## src/rtl/buck_cfg_shadow.sv

```systemverilog
// Purpose: shadow SPI config regs, range-check on commit, apply glitch-free to PWM core at period boundary.
// Latency: commit edge to active outputs 4 cycles when disabled; 2 cycles after the boundary when enabled.
// Backpressure: none; a new commit while busy restarts with the latest config. Optional CFG_RAMP_EN slews vref.
module buck_cfg_shadow #(
    parameter int DATA_BITS  = 16,
    parameter int MAX_PHASES = 4,
    parameter int MIN_PERIOD = 16,
    parameter int DEF_PERIOD = 100,
    parameter int RAMP_STEP  = 8
) (
    input  logic                 clk,
    input  logic                 rst,
    input  logic [DATA_BITS-1:0] reg0,
    input  logic [DATA_BITS-1:0] reg1,
    input  logic [DATA_BITS-1:0] reg2,
    input  logic [DATA_BITS-1:0] reg3,
    input  logic [DATA_BITS-1:0] reg4,
    input  logic [DATA_BITS-1:0] reg5,
    input  logic                 period_start,
    output logic [DATA_BITS-1:0] pwm_period,
    output logic [DATA_BITS-1:0] duty_max,
    output logic [DATA_BITS-1:0] deadtime,
    output logic [2:0]           phase_cnt,
    output logic                 pwm_en,
    output logic [DATA_BITS-1:0] vref,
    output logic                 busy,
    output logic                 cfg_err,
    output logic                 cfg_applied,
    output logic [7:0]           rej_cnt
);

    typedef enum logic [1:0] {IDLE, CHECK, WAIT_BND, APPLY} state_t;

    localparam logic [DATA_BITS-1:0] MIN_PER  = DATA_BITS'(MIN_PERIOD);
    localparam logic [DATA_BITS-1:0] DEF_PER  = DATA_BITS'(DEF_PERIOD);
    localparam logic [DATA_BITS-1:0] RAMP_INC = DATA_BITS'(RAMP_STEP);
    localparam logic [2:0]           MAX_PH   = 3'(MAX_PHASES);

    state_t state, state_nxt;

    logic                 req_q;
    logic                 late_q;
    logic                 commit;
    logic                 cap_en;
    logic                 do_rej;
    logic                 do_apply;
    logic                 legal;

    logic [DATA_BITS-1:0] stg_period;
    logic [DATA_BITS-1:0] stg_duty;
    logic [DATA_BITS-1:0] stg_dt;
    logic [2:0]           stg_ph;
    logic                 stg_en;
    logic [DATA_BITS-1:0] stg_vref;

    // Only reg5[0], reg3[15] and reg3[2:0] carry meaning; ramp step matters only with ramping.
    logic unused_bits;
`ifdef CFG_RAMP_EN
    assign unused_bits = ^{reg5[DATA_BITS-1:1], reg3[DATA_BITS-2:3]};
`else
    assign unused_bits = ^{reg5[DATA_BITS-1:1], reg3[DATA_BITS-2:3], RAMP_INC};
`endif

    assign commit = reg5[0] & ~req_q;
    assign busy   = (state != IDLE);

    // Deadtime is compared at two extra bits so 4*deadtime cannot wrap.
    assign legal = (stg_period >= MIN_PER) &&
                   (stg_duty < stg_period) &&
                   ({stg_dt, 2'b00} < {2'b00, stg_period}) &&
                   (stg_ph != 3'd0) && (stg_ph <= MAX_PH);

    // State register plus commit edge detector and the commit-during-APPLY holdover.
    always_ff @(posedge clk or posedge rst) begin
        if (rst) begin
            state  <= IDLE;
            req_q  <= 1'b0;
            late_q <= 1'b0;
        end else begin
            state  <= state_nxt;
            req_q  <= reg5[0];
            late_q <= (state == APPLY) && commit;
        end
    end

    // Next state: any commit outside APPLY restarts the check with fresh staging.
    always_comb begin
        state_nxt = state;
        case (state)
            IDLE:     if (commit || late_q) state_nxt = CHECK;
            CHECK:    if (commit) state_nxt = CHECK;
                      else if (legal) state_nxt = WAIT_BND;
                      else state_nxt = IDLE;
            WAIT_BND: if (commit) state_nxt = CHECK;
                      else if (!pwm_en || period_start) state_nxt = APPLY;
            APPLY:    state_nxt = IDLE;
            default:  state_nxt = IDLE;
        endcase
    end

    // Per-state actions: snapshot, reject, apply.
    always_comb begin
        cap_en   = 1'b0;
        do_rej   = 1'b0;
        do_apply = 1'b0;
        case (state)
            IDLE:     cap_en = commit || late_q;
            CHECK:    begin
                          cap_en = commit;
                          do_rej = !commit && !legal;
                      end
            WAIT_BND: cap_en = commit;
            APPLY:    do_apply = 1'b1;
            default:  ;
        endcase
    end

    // Staging snapshot of reg0..reg4.
    always_ff @(posedge clk or posedge rst) begin
        if (rst) begin
            stg_period <= '0;
            stg_duty   <= '0;
            stg_dt     <= '0;
            stg_ph     <= '0;
            stg_en     <= 1'b0;
            stg_vref   <= '0;
        end else if (cap_en) begin
            stg_period <= reg0;
            stg_duty   <= reg1;
            stg_dt     <= reg2;
            stg_ph     <= reg3[2:0];
            stg_en     <= reg3[DATA_BITS-1];
            stg_vref   <= reg4;
        end
    end

    // Active config, error flag, reject counter and applied pulse.
    always_ff @(posedge clk or posedge rst) begin
        if (rst) begin
            pwm_period  <= DEF_PER;
            duty_max    <= '0;
            deadtime    <= '0;
            phase_cnt   <= 3'd1;
            pwm_en      <= 1'b0;
            cfg_err     <= 1'b0;
            cfg_applied <= 1'b0;
            rej_cnt     <= '0;
        end else begin
            cfg_applied <= do_apply;
            if (do_apply) begin
                pwm_period <= stg_period;
                duty_max   <= stg_duty;
                deadtime   <= stg_dt;
                phase_cnt  <= stg_ph;
                pwm_en     <= stg_en;
                cfg_err    <= 1'b0;
            end
            if (do_rej) begin
                cfg_err <= 1'b1;
                if (rej_cnt != 8'hFF) rej_cnt <= rej_cnt + 8'd1;
            end
        end
    end

`ifdef CFG_RAMP_EN
    logic [DATA_BITS-1:0] vref_tgt;

    // Target loads on apply; vref tracks it directly when disabled, else slews once per period without overshoot.
    always_ff @(posedge clk or posedge rst) begin
        if (rst) begin
            vref_tgt <= '0;
            vref     <= '0;
        end else begin
            if (do_apply) vref_tgt <= stg_vref;
            if (!pwm_en) begin
                vref <= vref_tgt;
            end else if (period_start) begin
                if (vref < vref_tgt)
                    vref <= ((vref_tgt - vref) > RAMP_INC) ? vref + RAMP_INC : vref_tgt;
                else if (vref > vref_tgt)
                    vref <= ((vref - vref_tgt) > RAMP_INC) ? vref - RAMP_INC : vref_tgt;
            end
        end
    end
`else
    // vref is applied together with the rest of the config.
    always_ff @(posedge clk or posedge rst) begin
        if (rst)           vref <= '0;
        else if (do_apply) vref <= stg_vref;
    end
`endif

endmodule

```

## config.mk

```make
export PLATFORM = sky130hd
export DESIGN_NAME = buck_cfg_shadow
export DESIGN_NICKNAME = d
export VERILOG_FILES = /design/src/rtl/buck_cfg_shadow.sv
export SDC_FILE = /design/constraint.sdc
export NUM_CORES = 1
export LEC_CHECK = 0
export ABC_CLOCK_PERIOD_IN_PS = 6600
export CAP_MARGIN = 20
export CORE_MARGIN = 1.5
export CORE_UTILIZATION = 40
export DETAILED_ROUTE_END_ITERATION = 12
export PLACE_DENSITY = 0.68
export SYNTH_ARGS = -nofsm -noshare
export SYNTH_HDL_FRONTEND = slang
export SYNTH_SLANG_ARGS = --single-unit
export TNS_END_PERCENT = 100
```

## constraint.sdc

```tcl
create_clock -name clk -period 6.6 [get_ports clk]
set_input_delay 0.99 -clock clk [delete_from_list [all_inputs] [get_ports clk]]
set_output_delay 0.99 -clock clk [all_outputs]
set_load 0.005 [all_outputs]
```

* Word-level counts from Yosys, hierarchy flattened
Cells that the tools add are included.
** Word-level totals
- Register bits :: 150
- Bits of input ports :: 99
- Output and inout bits :: 79
- Word-level logic and storage cells :: 60
** Operators by class
- Add/sub/neg operators :: 1
- Order comparisons :: 4
- Equality and inequality tests :: 6
- Mux-type cells :: 11
- Bitwise logic cells :: 2
- Reductions and logical operators :: 18
** Operators by type and width (count)
- $lt A18 B16 Y1 :: 1
- $ge A16 B5 Y1 const B :: 1
- $lt A16 B16 Y1 :: 1
- $mux W2 :: 5
- $add A8 B1 Y8 const B :: 1
- $ne A8 B8 Y1 const B :: 1
- $pmux W2 S4 :: 1
- $logic_and A1 B1 Y1 :: 6
- $eq A2 B2 Y1 const B :: 2
- $mux W1 :: 4
- $reduce_and A2 Y1 :: 2
- $reduce_bool A2 Y1 :: 2
- $le A3 B3 Y1 const B :: 1
- $logic_not A1 Y1 :: 3
- $ne A3 B3 Y1 const B :: 1
- $reduce_bool A3 Y1 :: 1
- $eq A2 B1 Y1 const B :: 1
- $logic_not A2 Y1 :: 1
- $logic_or A1 B1 Y1 :: 2
- $ne A2 B2 Y1 const B :: 1
- $pmux W1 S2 :: 1
- $reduce_or A2 Y1 :: 1
- $and A1 B1 Y1 :: 1
- $not A1 Y1 :: 1

* Depth between registers and ports, before layout
Gate-level depths: netlist of the first run.
- Depth in word-level cells :: 9
- Mapped depth :: 8
- Mapped depth without buffers :: 8

* Worst setup path after synthesis of the first run
No wires, ideal clock.
- Path type :: in2reg
- From :: in reg5[0]
- To :: reg stg_dt[10]
- Setup time :: 125 ps
- Data arrival time :: 2302 ps
- Data required time :: 6475 ps
- Path slack :: 4173 ps
- Stages on the path :: 6
- Buffers on the path :: 2
- Cells stage by stage :: nor2b_1 o21ai_0 a21o_1 buf_2 buf_1 mux2_2
** On the way
- Longest elaborated chain between the ends :: 3
** RTL lines
- from (decl) :: line 18 : input logic [DATA_BITS-1:0] reg5,
- $and A1 B1 Y1 * :: line 64 : assign commit = reg5[0] & ~req_q;
- $logic_or A1 B1 Y1 :: line 107 : IDLE: cap_en = commit || late_q;
- $pmux W1 S2 * :: line 106 : case (state)
- to (signal assigned) :: line 130 : stg_dt <= reg2;
- to (decl) :: line 51 : logic [DATA_BITS-1:0] stg_dt;
Mark *: on every way between the ends. The rest lies on a longest branch, timed or not.
A chain may end at the register's enable or synchronous reset.

* Final worst setup path of the first run
- From :: reg state[0]
- To :: out busy
** On the way
- Longest elaborated chain between the ends :: 1
** RTL lines
- from (decl) :: line 39 : state_t state, state_nxt;
- from (signal assigned) :: line 80 : state <= state_nxt;
- $reduce_bool A2 Y1 :: line 65 : assign busy = (state != IDLE);
- to (decl) :: line 26 : output logic busy,
No other way between the ends.

==> results.cfg, run 1 <==
[finish]
stdcell_area_sq_mm = 0.00884
n_antenna_cell = 0
final_cell_count_no_fill = 835
final_layout_size_suffix_gt1_frac = 0.294
layout-area-overhead-vs-synth_pct = 36.8
finish.net_count = 739
layout.filler_cells = 1327
finalCoreUtilization = 0.559

[sta]
fin_hold_ws_ns = 0.497
setup-violations-final = 0
fmaxAchievable_mhz = 347
timing.slew.headroom = 0.288
layout_worst_path_cycle_share = 0.437
final_hold_viol_count = 0
worst_clock_skew_ns = 0.00564
rsz0062_at_grt = no
final_period_minus_worst_setup_slack_ns = 2.88
fin_setup_tns_ns = 0
transition_time_of_the_tightest_slew_check_pin_ns = 1.07
final-max-slew-violation-count = 0

[clock_tree]
cts_resized = 0
clkSlewWorstSetupHoldPaths_ns = 0.06
clk_tree_root_cell = sky130_fd_sc_hd__clkbuf_16
post_cts.repair.setup_buffers = 0
htree_levels = 4
cts_inserted_buffers = 17
clkSinkCount = 150
clk_path_buf_depth = 2
clock_latency_at_the_later_pin_of_the_worst_skew_pair_ns = 0.41
cts_tree = yes
cts_hold_repair.buffers = 0

[logic_synthesis]
synth_warnings = 0
synth.cell_area_sq_mm = 0.00647
synthTopCellsByArea = sky130_fd_sc_hd__dfrtp_1, sky130_fd_sc_hd__mux2_2, sky130_fd_sc_hd__ha_1
leading_post_synthesis_cells_by_instance_count = sky130_fd_sc_hd__dfrtp_1, sky130_fd_sc_hd__mux2_2, sky130_fd_sc_hd__ha_1
post-synth-top-area-cell = sky130_fd_sc_hd__dfrtp_1
synth_top_flop_cell = sky130_fd_sc_hd__dfrtp_1
yosys.area.top_type_share = 0.565
syn_nets = 584
cell_with_the_most_instances_after_synthesis = sky130_fd_sc_hd__dfrtp_1
netlist_instances = 451
synthesis.area_per_instance_sq_um = 14.3
ys_seq_elements = 150
postSynth.asyncResetShare = 1.00
yosys.cell_types.count = 45
synth_enable_flop_cells = 0
synth_sequential_area_ratio = 0.581

[floorplan]
fp.dieH_um = 130
fp.coreArea_sq_mm = 0.0158
num_io_pins = 178
initial_core_utilization = 0.409
site_rows = 46
die_area_sq_mm = 0.0169
chipWidth_um = 130

[critical_path]
cp_num_buf_inv = 3
cpPeakStageDelay_ns = 0.52
path_cells = inv_1 -> ha_1 -> inv_1 -> clkdlybuf4s50_1
critPathLaunchType = flop
crit_path_max_fanout = 5
number_of_logic_stages_on_the_critical_path_including_buffering = 4
worst-r2r-cell-count = 3
cell_type_with_the_highest_occurrence_count_on_the_critical_path = sky130_fd_sc_hd__inv_1
crit_required_ns = 5.61
crit_path_top_delay_cell = sky130_fd_sc_hd__clkdlybuf4s50_1
cp-end-kind = output port
cp_top_family = buffers and inverters
worstSetupPathType = flop to output port
cp_data_arrival_time_ns = 1.89

[grt]
grt.total_usage = 0.180
grt_start_max_net_pins = 97
overflow = 0
grt_pass1_wl_um = 23200
grt_antenna_before_repair = 0
grt_pass1_vias = 4470

[hold_path]
hold_path.class = flop to flop
worst_hold_path.num_cells = 1

[drt]
totalWireLength_um = 14400
antenna_violation_net_count_after_detailed_routing = 0
first_pass_iters = 4
drcViolationCount = 0
dr_total_vias = 4197
avgRoutedWirePerCell_um = 17.2
detail_route.iter0.violations = 142
viasPerCell = 5.03

[status]
result_of_the_run = finished clean

[power]
leakage_power_nw = 3.85
cellPowerDensity_mw_per_mm2 = 476
ir_drop_worst_case_vdd_mv = 0.206

[placement]
numPortBuffers = 150
placed_cells = 803
detailed_place.area_sq_mm = 0.00821
detailedPlacementHpwl_um = 10100
gp_congestion = 0.762

[flow_run]
drv_cap = 0
## per-layer routing
metal  track usage  wire (um)
met1         0.234       6440
met2         0.286       6860
met3        0.0529        799
met4        0.0686        258
met5             0          0
## cell type report
type                       instances  area, sq um  share of cell area
clock buffer                      19          453              0.0512
multi-input combinational        265         2590               0.293
timing repair buffer             151         1510               0.171
sequential                       150         3760               0.425
inverter                          21         83.8             0.00948
tap                              216          270              0.0306
clock inverter                    13          178              0.0201
## power by group
part	internal, mW	switching, mW	total (mW)
sequential	1.35	0.321	1.68
clock	0.651	0.369	1.02
combinational	0.943	0.570	1.51
## state kept, by name, summed over array words and instances, names as in the netlist
name         flops
cfg_applied      1
cfg_err          1
deadtime        16
duty_max        16
late_q           1
phase_cnt        3
pwm_en           1
pwm_period      16
rej_cnt          8
req_q            1
state            2
stg_dt          16
stg_duty        16
stg_en           1
stg_period      16
stg_ph           3
stg_vref        16
vref            16
## cells by family (layout without fill, tap and decap cells)
group / count (synthesis) / in the layout / synth area share
XOR/XNOR: 7 / 7 / 0.00948
AND/OR/NAND/NOR: 45 / 45 / 0.0393
multiplexers: 138 / 138 / 0.240
flip-flops: 150 / 150 / 0.581
adder cells (fa/ha/maj): 34 / 34 / 0.0658
buffers and inverters: 36 / 204 / 0.0211
AO/OA/AOI/OAI: 41 / 41 / 0.0430
## path summary, 6_finish.rpt
path                       startpoint          end  slack, ns
min in group asynchronous         rst  stg_vref[9]       1.12
max                          state[0]         busy       3.72
max reg2reg                  state[0]   stg_dt[12]       3.86
min                        rej_cnt[4]   rej_cnt[4]       0.50
max in group asynchronous         rst      vref[2]       4.21
min reg2reg                rej_cnt[4]   rej_cnt[4]       0.50
## placed cells by master, fill, tap and decap left out, types with 2 or more instances in the layout
cell,Yosys,layout
sky130_fd_sc_hd__clkinv_2,0,5
sky130_fd_sc_hd__and3_1,3,3
sky130_fd_sc_hd__or3_1,2,2
sky130_fd_sc_hd__nor2_1,4,4
sky130_fd_sc_hd__ha_1,34,33
sky130_fd_sc_hd__nand2b_1,4,4
sky130_fd_sc_hd__and2_1,2,2
sky130_fd_sc_hd__nor3_1,4,4
sky130_fd_sc_hd__o2111ai_1,2,2
sky130_fd_sc_hd__a21o_1,3,2
sky130_fd_sc_hd__clkinvlp_4,0,2
sky130_fd_sc_hd__o211ai_1,6,6
sky130_fd_sc_hd__and4_1,2,2
sky130_fd_sc_hd__mux2_2,138,138
sky130_fd_sc_hd__inv_1,21,20
sky130_fd_sc_hd__dfstp_2,4,4
sky130_fd_sc_hd__clkbuf_16,0,17
sky130_fd_sc_hd__nand3_1,3,3
sky130_fd_sc_hd__xnor2_1,6,6
sky130_fd_sc_hd__o21ai_0,9,9
sky130_fd_sc_hd__nand2_1,10,10
sky130_fd_sc_hd__clkbuf_8,0,2
sky130_fd_sc_hd__bufinv_16,0,4
sky130_fd_sc_hd__dfrtp_1,146,146
sky130_fd_sc_hd__nor4_1,4,4
sky130_fd_sc_hd__inv_6,0,2
sky130_fd_sc_hd__clkdlybuf4s50_1,0,150
sky130_fd_sc_hd__a21oi_1,8,8
## stage by stage
step / worst slack [ns] / total power [mW]
after floorplan: 1.58 / 2.44
after global placement: 3.52 / 3.14
after detailed placement: 3.47 / 3.22
after CTS: 3.70 / 4.27
after global routing: 3.63 / 4.52
final: 3.72 / 4.21
No activity file was read; power rests on OpenSTA's default activity.
==> inputs of run 2 (changes only) <==
ABC_CLOCK_PERIOD_IN_PS = 2700   (was 6600)
clock period = 2.7 ns   (was 6.6 ns; I/O delays follow)
==> run 2 against run 1 <==
  * Count of clock-buffer cells in the layout up 4
  * Hold slack worse by 0.051 ns
  * Design area up 0.92%
  * Sequential power up 140%
  * Largest cell class unchanged
  * Via count up 0.21%
  * Non-clock buffer count up 6
  * Critical endpoint is now rej_cnt[6]
  * Wire length up 4.4%
==> results.cfg, run 2 (same netlist as run 1, synthesis figures left out) <==
[sta]
final-max-slew-violation-count = 0
final_period_minus_worst_setup_slack_ns = 2.54
fin_setup_tns_ns = 0
setup_ws_final_ns = 0.164
rsz0062_at_grt = no
final_hold_viol_count = 0
setup-violations-final = 0
transition_time_of_the_tightest_slew_check_pin_ns = 0.976
fmaxAchievable_mhz = 394
timing.slew.headroom = 0.350
layout_worst_path_cycle_share = 0.939
worst_clock_skew_ns = 0.00930

[critical_path]
critPathLaunchType = flop
worstSetupPathType = flop to flop
r2r-end = rej_cnt[6]
cp_data_arrival_time_ns = 2.84
crit_path_max_fanout = 9
reg2reg_slack_ns = 0.16
crit_required_ns = 3.00
critical_path.reg2reg.startpoint = stg_period[2]
worst-r2r-cell-count = 8
cp-end-kind = flop

[power]
share_of_power_burned_in_registers = 0.392
cellPowerDensity_mw_per_mm2 = 1170
fin_total_pwr_mw = 10.4
leakage_power_nw = 3.89
ir_drop_worst_case_vdd_mv = 0.544
combinationalPowerShare = 0.360
clock_power_share = 0.247
net_switching_power_of_the_design_mw = 3.11
p_sw_frac = 0.298
intPower_mw = 7.32

[status]
result_of_the_run = finished clean

[clock_tree]
clk_tree_root_cell = sky130_fd_sc_hd__clkbuf_16
cts_tree = yes
cts_inserted_buffers = 17
clock_latency_at_the_later_pin_of_the_worst_skew_pair_ns = 0.42
clkSinkCount = 150
htree_levels = 4
clk_path_buf_depth = 2
clkSlewWorstSetupHoldPaths_ns = 0.06
post_cts.repair.setup_buffers = 0
cts_resized = 0
cts_hold_repair.buffers = 0

[floorplan]
chipWidth_um = 130
die_area_sq_mm = 0.0169
initial_core_utilization = 0.409
site_rows = 46
fp.coreArea_sq_mm = 0.0158
fp.dieH_um = 130
num_io_pins = 178

[grt]
grt_pass1_vias = 4536
grt_pass1_wl_um = 23600
overflow = 0
grt.total_usage = 0.186
grt_antenna_before_repair = 0
grt_start_max_net_pins = 72

[finish]
finish.net_count = 745
stdcell_area_sq_mm = 0.00893
layout-area-overhead-vs-synth_pct = 38.0
final_layout_size_suffix_gt1_frac = 0.294
final_cell_mix = sky130_fd_sc_hd__clkdlybuf4s50_1, sky130_fd_sc_hd__dfrtp_1, sky130_fd_sc_hd__mux2_2
layout.cells.most_common = sky130_fd_sc_hd__clkdlybuf4s50_1
n_antenna_cell = 0

[placement]
numPortBuffers = 150
placement.setup.worst_slack_ns = 0.159
detailed_place.area_sq_mm = 0.00828
gp_congestion = 0.766
detailedPlacementHpwl_um = 10500

[drt]
totalWireLength_um = 15000
dr_total_vias = 4206
avgRoutedWirePerCell_um = 17.8
detail_route.iter0.violations = 213
viasPerCell = 5.00
antenna_violation_net_count_after_detailed_routing = 0
drcViolationCount = 0
first_pass_iters = 6

[hold_path]
hold_path.class = input port to async pin

[flow_run]
drv_cap = 0
-- run 2: cell types whose count changed in the layout (fill, tap and decap cells not counted), moves of 2 or more --
cell / change
sky130_fd_sc_hd__clkinv_2: -3
sky130_fd_sc_hd__buf_12: +2
sky130_fd_sc_hd__clkbuf_1: +4
sky130_fd_sc_hd__buf_4: +4
sky130_fd_sc_hd__inv_6: -2
-- run 2: how the worst max path moves through the flow --
| stage | start | to | slack, ns | depth (start not counted) |
|---|---|---|---|---|
| after floorplan | rst | cfg_applied | 0.41 | 1 |
| after global placement | stg_period[2] | rej_cnt[6] | 0.21 | 8 |
| after detailed placement | reg5[0] | stg_duty[1] | 0.16 | 5 |
| after CTS | stg_period[5] | rej_cnt[6] | 0.18 | 8 |
| after global routing | stg_period[15] | rej_cnt[6] | 0.07 | 8 |
| final | stg_period[2] | rej_cnt[6] | 0.16 | 8 |
-- run 2: cell type report --
type	instances	area (sq um)
clock buffer	23	468
clock inverter	9	175
tap	216	270
fill	1278	6900
sequential	150	3760
timing repair buffer	157	1580
multi-input combinational	265	2590
inverter	21	82.6
-- run 2: per-layer routing --
metal | part of all wire | up-vias | global-route usage
met2 | 0.50 | 104 | 0.313
met4 | 0.013 | 0 | 0.0627
li1 | - | 1948 | -
met3 | 0.055 | 14 | 0.0582
met1 | 0.44 | 2140 | 0.226
met5 | 0 | - | 0
-- run 2: per-stage QoR --
stage	std cells	hold WS [ns]	utilization
finish	841	0.446	0.564
global route	841	0.474	0.564
CTS	841	0.446	0.564
detailed placement	809	0.493	0.523
global placement	809	0.477	0.523
floorplan	451	0.436	-
-- run 2: power groups by stage --
stage	clock network, mW	logic, mW	registers, mW
floorplan	0	2.05	3.92
CTS	2.63	3.82	4.11
finish	2.58	3.76	4.09
global route	2.73	4.16	4.24
detailed placement	0	3.78	4.13
global placement	0	3.64	4.06
-- run 2: worst max-delay path, cell delays in order, from the launching register on --
cell and delay, ns:
sky130_fd_sc_hd__dfrtp_1 0.36, sky130_fd_sc_hd__inv_1 0.08, sky130_fd_sc_hd__ha_1 0.32, sky130_fd_sc_hd__a211o_1 0.29
sky130_fd_sc_hd__a31oi_1 0.25, sky130_fd_sc_hd__o221ai_1 0.19, sky130_fd_sc_hd__a32o_2 0.38, sky130_fd_sc_hd__o21ai_0 0.19
sky130_fd_sc_hd__mux2_2 0.36
==> inputs of run 3 (changes only) <==
CORE_MARGIN = not set   (was 1.5)
==> run 3 against run 2 <==
  * Hold slack improved by 0.015 ns
  * Sequential share of layout area increased by 0.23 points
  * Power decreased by 2.1%
  * Via count decreased by 0.48%
  * Clock power decreased by 7%
  * Worst setup slack got worse by 0.042 ns
  * Combinational power about the same
  * Critical path depth unchanged
  * Utilization decreased by 0.30 points
  * Register-to-register slack got worse by 0.04 ns
  * Largest power group unchanged
==> results.cfg, run 3 (same netlist as run 1, synthesis figures left out) <==
[drt]
wl_met3_um = 879
dr_total_vias = 4186
top_signal_layer_used = met4
met2WireLength_um = 6740
avgRoutedWirePerCell_um = 16.8
drcViolationCount = 0
antenna_violation_net_count_after_detailed_routing = 0
detail_route.iter0.violations = 135
wirelength_met1_um = 6270
first_pass_iters = 4
viasPerCell = 4.98
totalWireLength_um = 14100

[power]
leakage_power_nw = 3.87
clock_power_share = 0.236
p_sw_frac = 0.298
ir_drop_worst_case_vdd_mv = 0.530
combinationalPowerShare = 0.366
cellPowerDensity_mw_per_mm2 = 1150
share_of_power_burned_in_registers = 0.398
net_switching_power_of_the_design_mw = 3.05
intPower_mw = 7.17

[grt]
grt_start_max_net_pins = 84
grt.total_usage = 0.177
grt_antenna_before_repair = 0
grt_pass1_wl_um = 22300
overflow = 0
grt_pass1_vias = 4390

[sta]
fmaxAchievable_mhz = 388
worst_clock_skew_ns = 0.00679
final_hold_viol_count = 0
layout_worst_path_cycle_share = 0.955
timing.slew.headroom = 0.352
transition_time_of_the_tightest_slew_check_pin_ns = 0.972
final-max-slew-violation-count = 0
setup-violations-final = 0
final_period_minus_worst_setup_slack_ns = 2.58
setup_ws_final_ns = 0.122
fin_setup_tns_ns = 0

[critical_path]
reg2reg_slack_ns = 0.12
crit_path_top_delay_cell = sky130_fd_sc_hd__a32o_2
worstSetupPathType = flop to flop
cp_top_family = compound AO/OA/AOI/OAI gates
path_cells = inv_1 -> ha_1 -> a211o_1 -> a31oi_1 -> o221ai_1 -> a32o_2 -> o21ai_0 -> mux2_2
critPathLaunchType = flop
crit_path_max_fanout = 9
cpPeakStageDelay_ns = 0.38
cp-end-kind = flop
cp_data_arrival_time_ns = 2.88
crit_required_ns = 3.00
cp_num_buf_inv = 1

[floorplan]
chipWidth_um = 129
fp.dieH_um = 129
die_area_sq_mm = 0.0167
site_rows = 46
num_io_pins = 178
fp.coreArea_sq_mm = 0.0158
initial_core_utilization = 0.409

[finish]
finish.net_count = 744
layout-area-overhead-vs-synth_pct = 37.3
n_antenna_cell = 0
layout.filler_cells = 1284
final_layout_size_suffix_gt1_frac = 0.293
layout.cells.most_common = sky130_fd_sc_hd__clkdlybuf4s50_1
final_cell_mix = sky130_fd_sc_hd__clkdlybuf4s50_1, sky130_fd_sc_hd__dfrtp_1, sky130_fd_sc_hd__mux2_2

[clock_tree]
clock_latency_at_the_later_pin_of_the_worst_skew_pair_ns = 0.42
clkSlewWorstSetupHoldPaths_ns = 0.06
cts_tree = yes
clk_tree_root_cell = sky130_fd_sc_hd__clkbuf_16
cts_hold_repair.buffers = 0
clkSinkCount = 150
htree_levels = 4
cts_inserted_buffers = 17
clk_path_buf_depth = 2

[status]
result_of_the_run = finished clean

[flow_run]
drv_cap = 0

[hold_path]
hold_path.class = input port to async pin

[placement]
gp_congestion = 0.744
placement.setup.worst_slack_ns = 0.163
numPortBuffers = 150
detailedPlacementHpwl_um = 9930
==> run 3: layer usage <==
metal,vias up,track usage
met5,-,0
met4,0,0.0727
met3,18,0.0524
met2,117,0.281
met1,2108,0.227
li1,1943,-
==> run 3: per-stage QoR <==
stage / utilization / cell area (sq um) / power (mW) / hold slack (ns) / cells
floorplan: - / 6470 / 5.97 / 0.436 / 451
global placement: 0.522 / 8260 / 7.68 / 0.481 / 806
detailed placement: 0.522 / 8260 / 7.87 / 0.490 / 806
CTS: 0.560 / 8860 / 10.3 / 0.470 / 838
global route: 0.561 / 8880 / 10.9 / 0.483 / 840
finish: 0.561 / 8880 / 10.2 / 0.460 / 840
==> run 3: cell type report <==
type                       instances  area [sq um]  area share
inverter                          21          82.6     0.00930
multi-input combinational        265          2590       0.292
clock inverter                     8           121      0.0137
sequential                       150          3760       0.423
clock buffer                      24           482      0.0543
tap                              216           270      0.0304
timing repair buffer             156          1570       0.177
==> run 3: power by group through the flow <==
| stage | clock [mW] | combinational (mW) | sequential [mW] |
|---|---|---|---|
| floorplan | 0 | 2.05 | 3.92 |
| global placement | 0 | 3.63 | 4.05 |
| detailed placement | 0 | 3.75 | 4.12 |
| finish | 2.41 | 3.74 | 4.07 |
| global route | 2.56 | 4.16 | 4.22 |
| CTS | 2.47 | 3.78 | 4.08 |
==> run 3: final timing paths <==
path | endpoint | startpoint | depth (start not counted)
worst max-delay path | rej_cnt[6] | stg_period[2] | 8
worst min-delay path | duty_max[4] | rst | 3
worst max register to register | rej_cnt[6] | stg_period[2] | 8
worst min register to register | stg_vref[8] | stg_vref[8] | 1
max in group asynchronous | phase_cnt[0] | rst | 3
min in group clk | req_q | reg5[0] | 1
==> run 3: worst register-to-register path, delay by kind of cell, from the launching register on <==
kind | cells | cell delay [ns]
AOI/OAI and AO/OA | 5 | 1.36
DFF | 1 | 0.37
muxes | 1 | 0.35
adders and majority gates | 1 | 0.31
buffers and inverters | 1 | 0.09
==> run 3: repair_timing <==
action                                  CTS  global route
endpoints found under the setup margin    0             1
endpoints found under the hold margin     0             0
resized for setup                         0             0
buffers inserted                          0             2
